**config.mk**
```make
export PLATFORM = sky130hd
export DESIGN_NAME = cache_ctrl_flat
export DESIGN_NICKNAME = d
export VERILOG_FILES = /design/src/rtl/cache_pkg.sv /design/src/rtl/cache_ctrl_if.sv /design/src/rtl/cache_stats.sv /design/src/rtl/cache_ctrl.sv /design/src/flat_wrapper.sv
export SDC_FILE = /design/constraint.sdc
export NUM_CORES = 1
export LEC_CHECK = 0
export CORE_AREA = 4 4 238 240
export CTS_BUF_LIST = sky130_fd_sc_hd__clkbuf_8
export DETAILED_ROUTE_END_ITERATION = 6
export DIE_AREA = 0 0 242 244
export MAX_ROUTING_LAYER = met4
export PLACE_DENSITY = 0.53
export SLEW_MARGIN = 20
export SYNTH_ARGS = -nofsm -noshare
export SYNTH_HDL_FRONTEND = slang
export SYNTH_HIERARCHICAL = 1
export SYNTH_SLANG_ARGS = --single-unit
```
**constraint.sdc**
```tcl
create_clock -name clk -period 7.15 [get_ports clk]
set_clock_uncertainty 0.1 [all_clocks]
set_input_delay 1.7875 -clock clk [delete_from_list [all_inputs] [get_ports clk]]
set_output_delay 1.7875 -clock clk [all_outputs]
set_load 0.005 [all_outputs]
```
**src/rtl/cache_pkg.sv**
```systemverilog
// Shared definitions for the cache sequencing controller: widths, FSM
// encoding and address field helpers.
package cache_pkg;
  localparam int ADDR_W   = 32;
  localparam int OFFSET_W = 3;
  localparam int INDEX_W  = 2;
  localparam int TAG_W    = ADDR_W - INDEX_W - OFFSET_W;
  localparam int NUM_SETS = 1 << INDEX_W;
  localparam int LINE_W   = 64;

  typedef enum logic [2:0] {
    ST_IDLE   = 3'd0,
    ST_SEARCH = 3'd1,
    ST_EVAL   = 3'd2,
    ST_UPDATE = 3'd3,
    ST_RESP   = 3'd4
  } state_t;

  function automatic logic [INDEX_W-1:0] addr_index(input logic [ADDR_W-1:0] addr);
    return addr[OFFSET_W+INDEX_W-1:OFFSET_W];
  endfunction

  function automatic logic [TAG_W-1:0] addr_tag(input logic [ADDR_W-1:0] addr);
    return addr[ADDR_W-1:OFFSET_W+INDEX_W];
  endfunction

  // One-hot set select for a given index.
  function automatic logic [NUM_SETS-1:0] set_sel(input logic [INDEX_W-1:0] idx);
    logic [NUM_SETS-1:0] sel;
    sel      = '0;
    sel[idx] = 1'b1;
    return sel;
  endfunction
endpackage

```
**src/rtl/cache_ctrl_if.sv**
```systemverilog
// Request/response handshake plus the shared cache_set bus.
// Handshakes: a transfer happens on a rising edge where valid and ready are
// both 1; the source holds its payload and valid stable until that edge.
interface cache_ctrl_if;
  import cache_pkg::*;

  logic                       req_valid;
  logic                       req_ready;
  logic [ADDR_W-1:0]          req_addr;
  logic [LINE_W-1:0]          req_wdata;
  logic                       resp_valid;
  logic                       resp_ready;
  logic                       resp_hit;
  logic [LINE_W-1:0]          resp_data;
  logic                       set_state;
  logic [TAG_W-1:0]           set_tag;
  logic [LINE_W-1:0]          set_wdata;
  logic                       set_mem_write;
  logic [NUM_SETS-1:0]        set_enable;
  logic [NUM_SETS-1:0]        set_hit;
  logic [NUM_SETS*LINE_W-1:0] set_rdata;

  // Controller side.
  modport slave (
    input  req_valid, req_addr, req_wdata, resp_ready, set_hit, set_rdata,
    output req_ready, resp_valid, resp_hit, resp_data,
           set_state, set_tag, set_wdata, set_mem_write, set_enable
  );

  // Requester / set-array side.
  modport master (
    output req_valid, req_addr, req_wdata, resp_ready, set_hit, set_rdata,
    input  req_ready, resp_valid, resp_hit, resp_data,
           set_state, set_tag, set_wdata, set_mem_write, set_enable
  );
endinterface

```
**src/rtl/cache_stats.sv**
```systemverilog
// Saturating hit/miss/access counters with synchronous active-low clear.
module cache_stats #(
  parameter int CNT_W = 32
) (
  input  logic             clk,
  input  logic             rst_n,
  input  logic             inc_hit,
  input  logic             inc_miss,
  output logic [CNT_W-1:0] hit_count,
  output logic [CNT_W-1:0] miss_count,
  output logic [CNT_W-1:0] access_count
);
  localparam logic [CNT_W-1:0] CNT_MAX = '1;
  localparam logic [CNT_W-1:0] CNT_ONE = CNT_W'(1);

  // Each counter sticks at all-ones instead of wrapping.
  always_ff @(posedge clk) begin
    if (!rst_n) begin
      hit_count    <= '0;
      miss_count   <= '0;
      access_count <= '0;
    end else begin
      if (inc_hit && hit_count != CNT_MAX)
        hit_count <= hit_count + CNT_ONE;
      if (inc_miss && miss_count != CNT_MAX)
        miss_count <= miss_count + CNT_ONE;
      if ((inc_hit || inc_miss) && access_count != CNT_MAX)
        access_count <= access_count + CNT_ONE;
    end
  end
endmodule

```
**src/rtl/cache_ctrl.sv**
```systemverilog
// Sequencing controller: one reference at a time through search, evaluate,
// update and response phases of the addressed cache_set.
module cache_ctrl
  import cache_pkg::*;
#(
  parameter int CNT_W = 32
) (
  input  logic             clk,
  input  logic             rst_n,
  cache_ctrl_if.slave      bus,
  output logic [CNT_W-1:0] hit_count,
  output logic [CNT_W-1:0] miss_count,
  output logic [CNT_W-1:0] access_count,
  output state_t           fsm_state
);
  state_t              state;
  logic [INDEX_W-1:0]  idx;
  logic                hit_r;
  logic [LINE_W-1:0]   data_r;
  logic                sel_hit;
  logic [LINE_W-1:0]   sel_data;
  logic                inc_hit;
  logic                inc_miss;

  // Only the addressed set's hit flag and data matter.
  assign sel_hit   = bus.set_hit[idx];
  assign sel_data  = bus.set_rdata[int'(idx)*LINE_W +: LINE_W];
  assign inc_hit   = (state == ST_UPDATE) && hit_r;
  assign inc_miss  = (state == ST_UPDATE) && !hit_r;
  assign fsm_state = state;

  // FSM with registered bus and response outputs; each branch sets up the
  // outputs for the state being entered.
  always_ff @(posedge clk) begin
    if (!rst_n) begin
      state             <= ST_IDLE;
      idx               <= '0;
      hit_r             <= 1'b0;
      data_r            <= '0;
      bus.req_ready     <= 1'b0;
      bus.resp_valid    <= 1'b0;
      bus.resp_hit      <= 1'b0;
      bus.resp_data     <= '0;
      bus.set_state     <= 1'b0;
      bus.set_tag       <= '0;
      bus.set_wdata     <= '0;
      bus.set_mem_write <= 1'b0;
      bus.set_enable    <= '0;
    end else begin
      case (state)
        ST_IDLE: begin
          bus.req_ready <= 1'b1;
          if (bus.req_valid && bus.req_ready) begin
            idx            <= addr_index(bus.req_addr);
            bus.set_tag    <= addr_tag(bus.req_addr);
            bus.set_wdata  <= bus.req_wdata;
            bus.set_enable <= set_sel(addr_index(bus.req_addr));
            bus.set_state  <= 1'b0;
            bus.req_ready  <= 1'b0;
            state          <= ST_SEARCH;
          end
        end
        ST_SEARCH: begin
          state <= ST_EVAL;
        end
        ST_EVAL: begin
          hit_r             <= sel_hit;
          data_r            <= sel_data;
          // Update phase always runs so the set drops its hit flag; only a
          // miss selects the set and pushes the new line.
          bus.set_state     <= 1'b1;
          bus.set_enable    <= sel_hit ? '0 : set_sel(idx);
          bus.set_mem_write <= !sel_hit;
          state             <= ST_UPDATE;
        end
        ST_UPDATE: begin
          bus.set_state     <= 1'b0;
          bus.set_enable    <= '0;
          bus.set_mem_write <= 1'b0;
          bus.resp_valid    <= 1'b1;
          bus.resp_hit      <= hit_r;
          bus.resp_data     <= hit_r ? data_r : '0;
          state             <= ST_RESP;
        end
        ST_RESP: begin
          if (bus.resp_ready) begin
            bus.resp_valid <= 1'b0;
            bus.resp_hit   <= 1'b0;
            bus.resp_data  <= '0;
            bus.req_ready  <= 1'b1;
            state          <= ST_IDLE;
          end
        end
        default: begin
          state <= ST_IDLE;
        end
      endcase
    end
  end

  cache_stats #(.CNT_W(CNT_W)) u_stats (
    .clk          (clk),
    .rst_n        (rst_n),
    .inc_hit      (inc_hit),
    .inc_miss     (inc_miss),
    .hit_count    (hit_count),
    .miss_count   (miss_count),
    .access_count (access_count)
  );
endmodule

```
**src/flat_wrapper.sv**
```systemverilog
// flat-port wrapper written by rule: the top's interface ports become plain ports
module cache_ctrl_flat import cache_pkg::*;
#(
  parameter int CNT_W = 32
)
  (clk, rst_n, hit_count, miss_count, access_count, fsm_state, bus_req_valid, bus_req_addr, bus_req_wdata, bus_resp_ready, bus_set_hit, bus_set_rdata, bus_req_ready, bus_resp_valid, bus_resp_hit, bus_resp_data, bus_set_state, bus_set_tag, bus_set_wdata, bus_set_mem_write, bus_set_enable);
  cache_ctrl_if bus_i ();
  input  logic clk;
  input  logic rst_n;
  output logic [CNT_W-1:0] hit_count;
  output logic [CNT_W-1:0] miss_count;
  output logic [CNT_W-1:0] access_count;
  output state_t fsm_state;
  input wire logic [$bits(bus_i.req_valid)-1:0] bus_req_valid;
  input wire logic [$bits(bus_i.req_addr)-1:0] bus_req_addr;
  input wire logic [$bits(bus_i.req_wdata)-1:0] bus_req_wdata;
  input wire logic [$bits(bus_i.resp_ready)-1:0] bus_resp_ready;
  input wire logic [$bits(bus_i.set_hit)-1:0] bus_set_hit;
  input wire logic [$bits(bus_i.set_rdata)-1:0] bus_set_rdata;
  output wire logic [$bits(bus_i.req_ready)-1:0] bus_req_ready;
  output wire logic [$bits(bus_i.resp_valid)-1:0] bus_resp_valid;
  output wire logic [$bits(bus_i.resp_hit)-1:0] bus_resp_hit;
  output wire logic [$bits(bus_i.resp_data)-1:0] bus_resp_data;
  output wire logic [$bits(bus_i.set_state)-1:0] bus_set_state;
  output wire logic [$bits(bus_i.set_tag)-1:0] bus_set_tag;
  output wire logic [$bits(bus_i.set_wdata)-1:0] bus_set_wdata;
  output wire logic [$bits(bus_i.set_mem_write)-1:0] bus_set_mem_write;
  output wire logic [$bits(bus_i.set_enable)-1:0] bus_set_enable;
  assign bus_i.req_valid = bus_req_valid;
  assign bus_i.req_addr = bus_req_addr;
  assign bus_i.req_wdata = bus_req_wdata;
  assign bus_i.resp_ready = bus_resp_ready;
  assign bus_i.set_hit = bus_set_hit;
  assign bus_i.set_rdata = bus_set_rdata;
  assign bus_req_ready = bus_i.req_ready;
  assign bus_resp_valid = bus_i.resp_valid;
  assign bus_resp_hit = bus_i.resp_hit;
  assign bus_resp_data = bus_i.resp_data;
  assign bus_set_state = bus_i.set_state;
  assign bus_set_tag = bus_i.set_tag;
  assign bus_set_wdata = bus_i.set_wdata;
  assign bus_set_mem_write = bus_i.set_mem_write;
  assign bus_set_enable = bus_i.set_enable;
  cache_ctrl #(.CNT_W(CNT_W)) u_core (.clk(clk), .rst_n(rst_n), .bus(bus_i), .hit_count(hit_count), .miss_count(miss_count), .access_count(access_count), .fsm_state(fsm_state));
endmodule
```
Yosys cells after proc, flatten, opt, wreduce, memory -nomap -nowiden
Cells that the tools add are included.

storage, ports and cells
  bits in latches = 0
  output and inout bits = 263
  bits in registers = 330
  RAM bits = 0
  bits in read-only memories = 0
  word-level logic and storage cells = 78
  memories kept = 0

cells by class
  divide/modulo/power cells = 0
  bitwise gates (word level) = 0
  muxes and demuxes = 24
  equal/unequal tests = 9
  multiply operators = 0
  magnitude comparators = 4
  shift operators = 1
  $add $sub $neg = 3
  reductions and logical operators = 21

operators by type and width
  kind                                                        number
  indexed part select 256 x 9 -> 64 bit                       1
  2-to-1 mux 64 bit                                           2
  one-hot mux 64 bit (2 select lines)                         1
  adder 32 x 1 -> 32 bit, second input constant               3
  inequality test 32 bit, second input constant               3
  one-hot mux 3 bit (5 select lines)                          1
  one-hot mux 4 bit (3 select lines)                          1
  AND reduction 2 bit                                         5
  logical AND 1 bit                                           8
  2-to-1 mux 4 bit                                            2
  one-hot mux 1 bit (2 select lines)                          4
  2-to-1 mux 1 bit                                            7
  == test 3 x 2 -> 1 bit, second input constant               2
  less-than comparator 2 x 3 -> 1 bit, second input constant  2
  2-to-1 mux 3 bit                                            2
  nonzero test 2 bit                                          3
  demux 1 bit (select 2 bit)                                  2
  >= comparator 2 x 1 -> 1 bit, second input constant         2
  == test 3 x 1 -> 1 bit, second input constant               1
  == test 3 bit, second input constant                        1
  zero test 3 bit                                             1
  one-hot mux 1 bit (3 select lines)                          1
  nonzero test 3 bit                                          1
  binary-select mux 1 bit (select 2 bit)                      1
  other kinds (4)                                             5

Logic depth before layout (Yosys ltp)
  depth after elaboration = 6
  mapped depth = 8
  gate-level depth less buffers = 7

Hierarchy
Netlist, hierarchy kept.

modules (own cells, without submodules)
  module       times used  cells each  area an instance (µm²)
  cache_ctrl   1           863         9560.4
  cache_stats  1           593         4887.2

Least setup slack after synthesis
No wires, ideal clock.

  kind = input to register
  start = input rst_n
  end = register u_core.bus.resp_data[0]
  data arrival time = 2.697 ns
  cell stages on the path = 5
  buffers on the path = 3
  setup time = 0.059 ns
  slack = 4.295 ns
  data required time = 6.991 ns
  path through = clkbuf_1 > and3_1 > buf_2 > buf_2 > a22o_1

RTL lines
  item                  RTL line             RTL
  start, declared       flat_wrapper.sv:9    input logic rst_n;
  end signal, assigned  cache_ctrl.sv:82     bus.resp_data <= hit_r ? data_r : '0;
  end, declared         cache_ctrl_if.sv:26  output req_ready, resp_valid, resp_hit, resp_data,

Worst setup path after layout
  start = register u_core.state[2] (netlist: u_core/fsm_state[2])
  end = output fsm_state[2]

RTL lines
  item                    RTL line            RTL
  start, declared         cache_ctrl.sv:16    state_t state;
  start signal, assigned  cache_ctrl.sv:36    state <= ST_IDLE;
  start signal, assigned  cache_ctrl.sv:60    state <= ST_SEARCH;
  start signal, assigned  cache_ctrl.sv:64    state <= ST_EVAL;
  end, declared           flat_wrapper.sv:13  output state_t fsm_state;

No word-level cell between the ends.

==> impl_results.md <==
* Register area share after synthesis at a little under half
* CP arrival at ~2.5 ns
* GP Congestion at roughly 0.9
* Slew HR at 30.7%
* Fillers at 5353
* Commonest non-fill, non-tap cell in the layout: clkdlybuf4s50_1
* Final setup violation count at 0
* Final setup margin at around 2.8 ns
* Final ANT Viol Nets at 0
* Cell Area, Synth at 14400 um^2
* Critical Path End Type: output port
* Die Y at between 200 and 250 um
* Core Area at roughly 55000 um^2
* Period minus WS final at 4.36 ns
* WHS at between 0.3 and 0.4 ns
* Num ports at 623
* Leakage power at 7.63 nW
* Avg Cell Area, Syn at 9.92 um^2
* Starting Density at 26.4%
* Register area at 6620 um^2
* CTS Sinks at 330
* Synth Register Bits at 330
* Part of the power in registers at between 40 and 50%
* Period utilization at 61.0%
* Critical Path Start: u_core/fsm_state[2]$_SDFFE_PN0P_
* Post-DR wirelength/cell at 21.7 um
* Drt pass-1 iters at 5
* Post-DP HPWL at 43900 um
* First-pass GRT wire length at slightly below 90000 um
* GRT Total Usage at 19.8%
* Worst Path Required at roughly 5.3 ns
* Die Area at 59000 um^2
* Hold crit path type: register to register
* Drt via density at slightly above 5
* Largest net degree at the start of global routing at 107
* Post CTS Setup Buffer Count at 0
* Layout Nets at 2398
* DRT iter0 DRCs at 853
* CTS tree: done
* Clock-pin slew on the worst setup and hold paths at 0.06 ns
* Pint at 0.00330 W
* Syn nets at 1819
* P_sw at 0.00116 W
* Peak supply drop at 147 uV
* Critical R2R Launch: u_core/fsm_state[0]$_SDFFE_PN0P_
* Worst-Margin Slew at 1.04 ns
* Internal reg-to-reg setup slack at 3.41 ns
* Area Growth Syn to Fin at 55.0%
* Vias at approximately 14000
* Num CTS Buffers at 60
* Gate power share at 15.2%
* Main synth FF type: dfxtp_1
* CP Class: register to output port
* Grt ovf at 0
* Syn. warnings at 6
* Unrepaired setup endpoints after global routing: false
* Synth area leader: dfxtp_1
* Row Count at 86
* Most frequent cells in the layout: clkdlybuf4s50_1 (618), dfxtp_1 (327), a21oi_1 (154), nand3_1 (134), o21ai_0 (131)
* Setup TNS at 0 ns
* Die X at 242 um
* Resized Gates After CTS at 0
* Clock Power Share at 40.6%
* Count of input and output buffers at 619
* CP startpoint kind: register
* Hold Buf Count CTS at 0
* Multi-input gate area at 7240 um^2
* CTS root buffer: clkbuf_8
* Drt total wl at 60600 um
* Initial antenna violation count at 9
* Critical path peak fanout at approximately 110
* Max-slew violations at 0
* Synth top area share at 45.7%
* Count of cell types in the netlist at 69
* Layout cells sized above 1 at 9.27%
* Final Hold Viols at 0
* Pre-CTS setup slack at 2.52 ns
* Top cells by area, synth: dfxtp_1 (46%), mux4_2 (10%), a22o_1 (7.8%)
* Clock latency on the worst-skew pair at ~0.65 ns
* Pwr per Cell Area at approximately 200 nW/um^2
* Vias in the first global route at 14200
* Depth of the CTS H-tree at 2
* Highest clock rate at 229 MHz
* Switching Share at 26.0%
* DR DRC count at 0
* Post-synth EDFFs at 0
* Syn Inst Count at 1456
* Status: complete, no violations
* Async SR Flop Fraction at 0%
* Max-cap violations at 0
* Clock Tree Buf Depth at 3
* Startpoint of the worst hold path: u_core/bus.resp_hit$_SDFFE_PN0P_
## final cells by class
type,count,share of cell area (%)
diodes,9,0.101
clock buffers,76,4.67
clock inverters,34,0.766
inverters,17,0.291
multi-input cells,990,32.3
flip-flops and latches,330,29.5
well taps,704,3.93
repair buffers,636,28.4
## path summary, 6_finish.rpt
kind,to,cells past startpoint
worst min register to register,u_core/bus.resp_hit$_SDFFE_PN0P_,1
worst max register to register,u_core/u_stats/access_count[21]$_SDFFE_PN0P_,7
worst max-delay path,fsm_state[2],2
worst min-delay path,u_core/bus.resp_hit$_SDFFE_PN0P_,1
## power by group through the flow
stage	clock network, W	registers (W)	logic [W]
after detailed placement	0	0.00201	0.000674
final	0.00181	0.00197	0.000676
after floorplan	0	0.00199	0.000291
after global routing	0.00197	0.00198	0.000725
after global placement	0	0.00201	0.000670
after CTS	0.00188	0.00197	0.000678
## state kept, by name, summed over array words and instances, names as in the netlist
signal and count:
u_core/bus.req_ready 1, u_core/bus.set_wdata 64, u_core/bus.resp_valid 1, u_core/u_stats/hit_count 32
u_core/u_stats/miss_count 32, u_core/bus.set_state 1, u_core/bus.set_tag 27, u_core/bus.resp_hit 1
u_core/fsm_state 3, u_core/idx 2, u_core/bus.set_mem_write 1, u_core/data_r 64
u_core/bus.set_enable 4, u_core/u_stats/access_count 32, u_core/hit_r 1, u_core/bus.resp_data 64
## worst max-delay path, stage by stage, from the launching register on
cell and delay (ns):
dfxtp_2 0.32, buf_4 0.75, clkdlybuf4s50_1 0.67
## kinds of logic (layout without fill, tap and decap cells)
family          count (synthesis)  in the layout  synth area share [%]
buf+inv                       136            763                  4.44
simple gates                  419            419                  16.5
fa+ha+maj                       3              3                 0.260
xor+xnor                       19             19                  1.15
mux                            83             83                  11.4
flops                         330            330                  45.7
compound gates                466            466                  20.6
other cells                     0              9                     0
## synth_stat cells (24+ instances only)
cell type,instances
a21oi_1,154
a22o_1,128
buf_2,38
clkbuf_1,64
dfxtp_1,330
mux4_2,65
nand2_1,63
nand3_1,134
nand4_1,24
nor2_1,39
o21ai_0,131
or3_1,36
## metal layers
metal / wire length (um) / part of all wire [%] / vias to the layer above / global-route usage, %
met4: 1800 / 3.0 / 0 / 6.54
li1: - / - / 6734 / -
met5: 0 / 0 / - / -
met2: 29100 / 48 / 528 / 31.8
met3: 4730 / 7.8 / 95 / 6.13
met1: 25000 / 41 / 6928 / 23.7
## stage by stage
step	cell area (um^2)	instances	util [%]	power, W
floorplan	14400	1456	-	0.00229
global placement	21100	2675	38.6	0.00268
detailed placement	21100	2675	38.6	0.00268
CTS	22300	2785	40.8	0.00453
global route	22400	2796	41.0	0.00468
finish	22400	2796	41.0	0.00446
No activity file was read; power rests on OpenSTA's default activity.
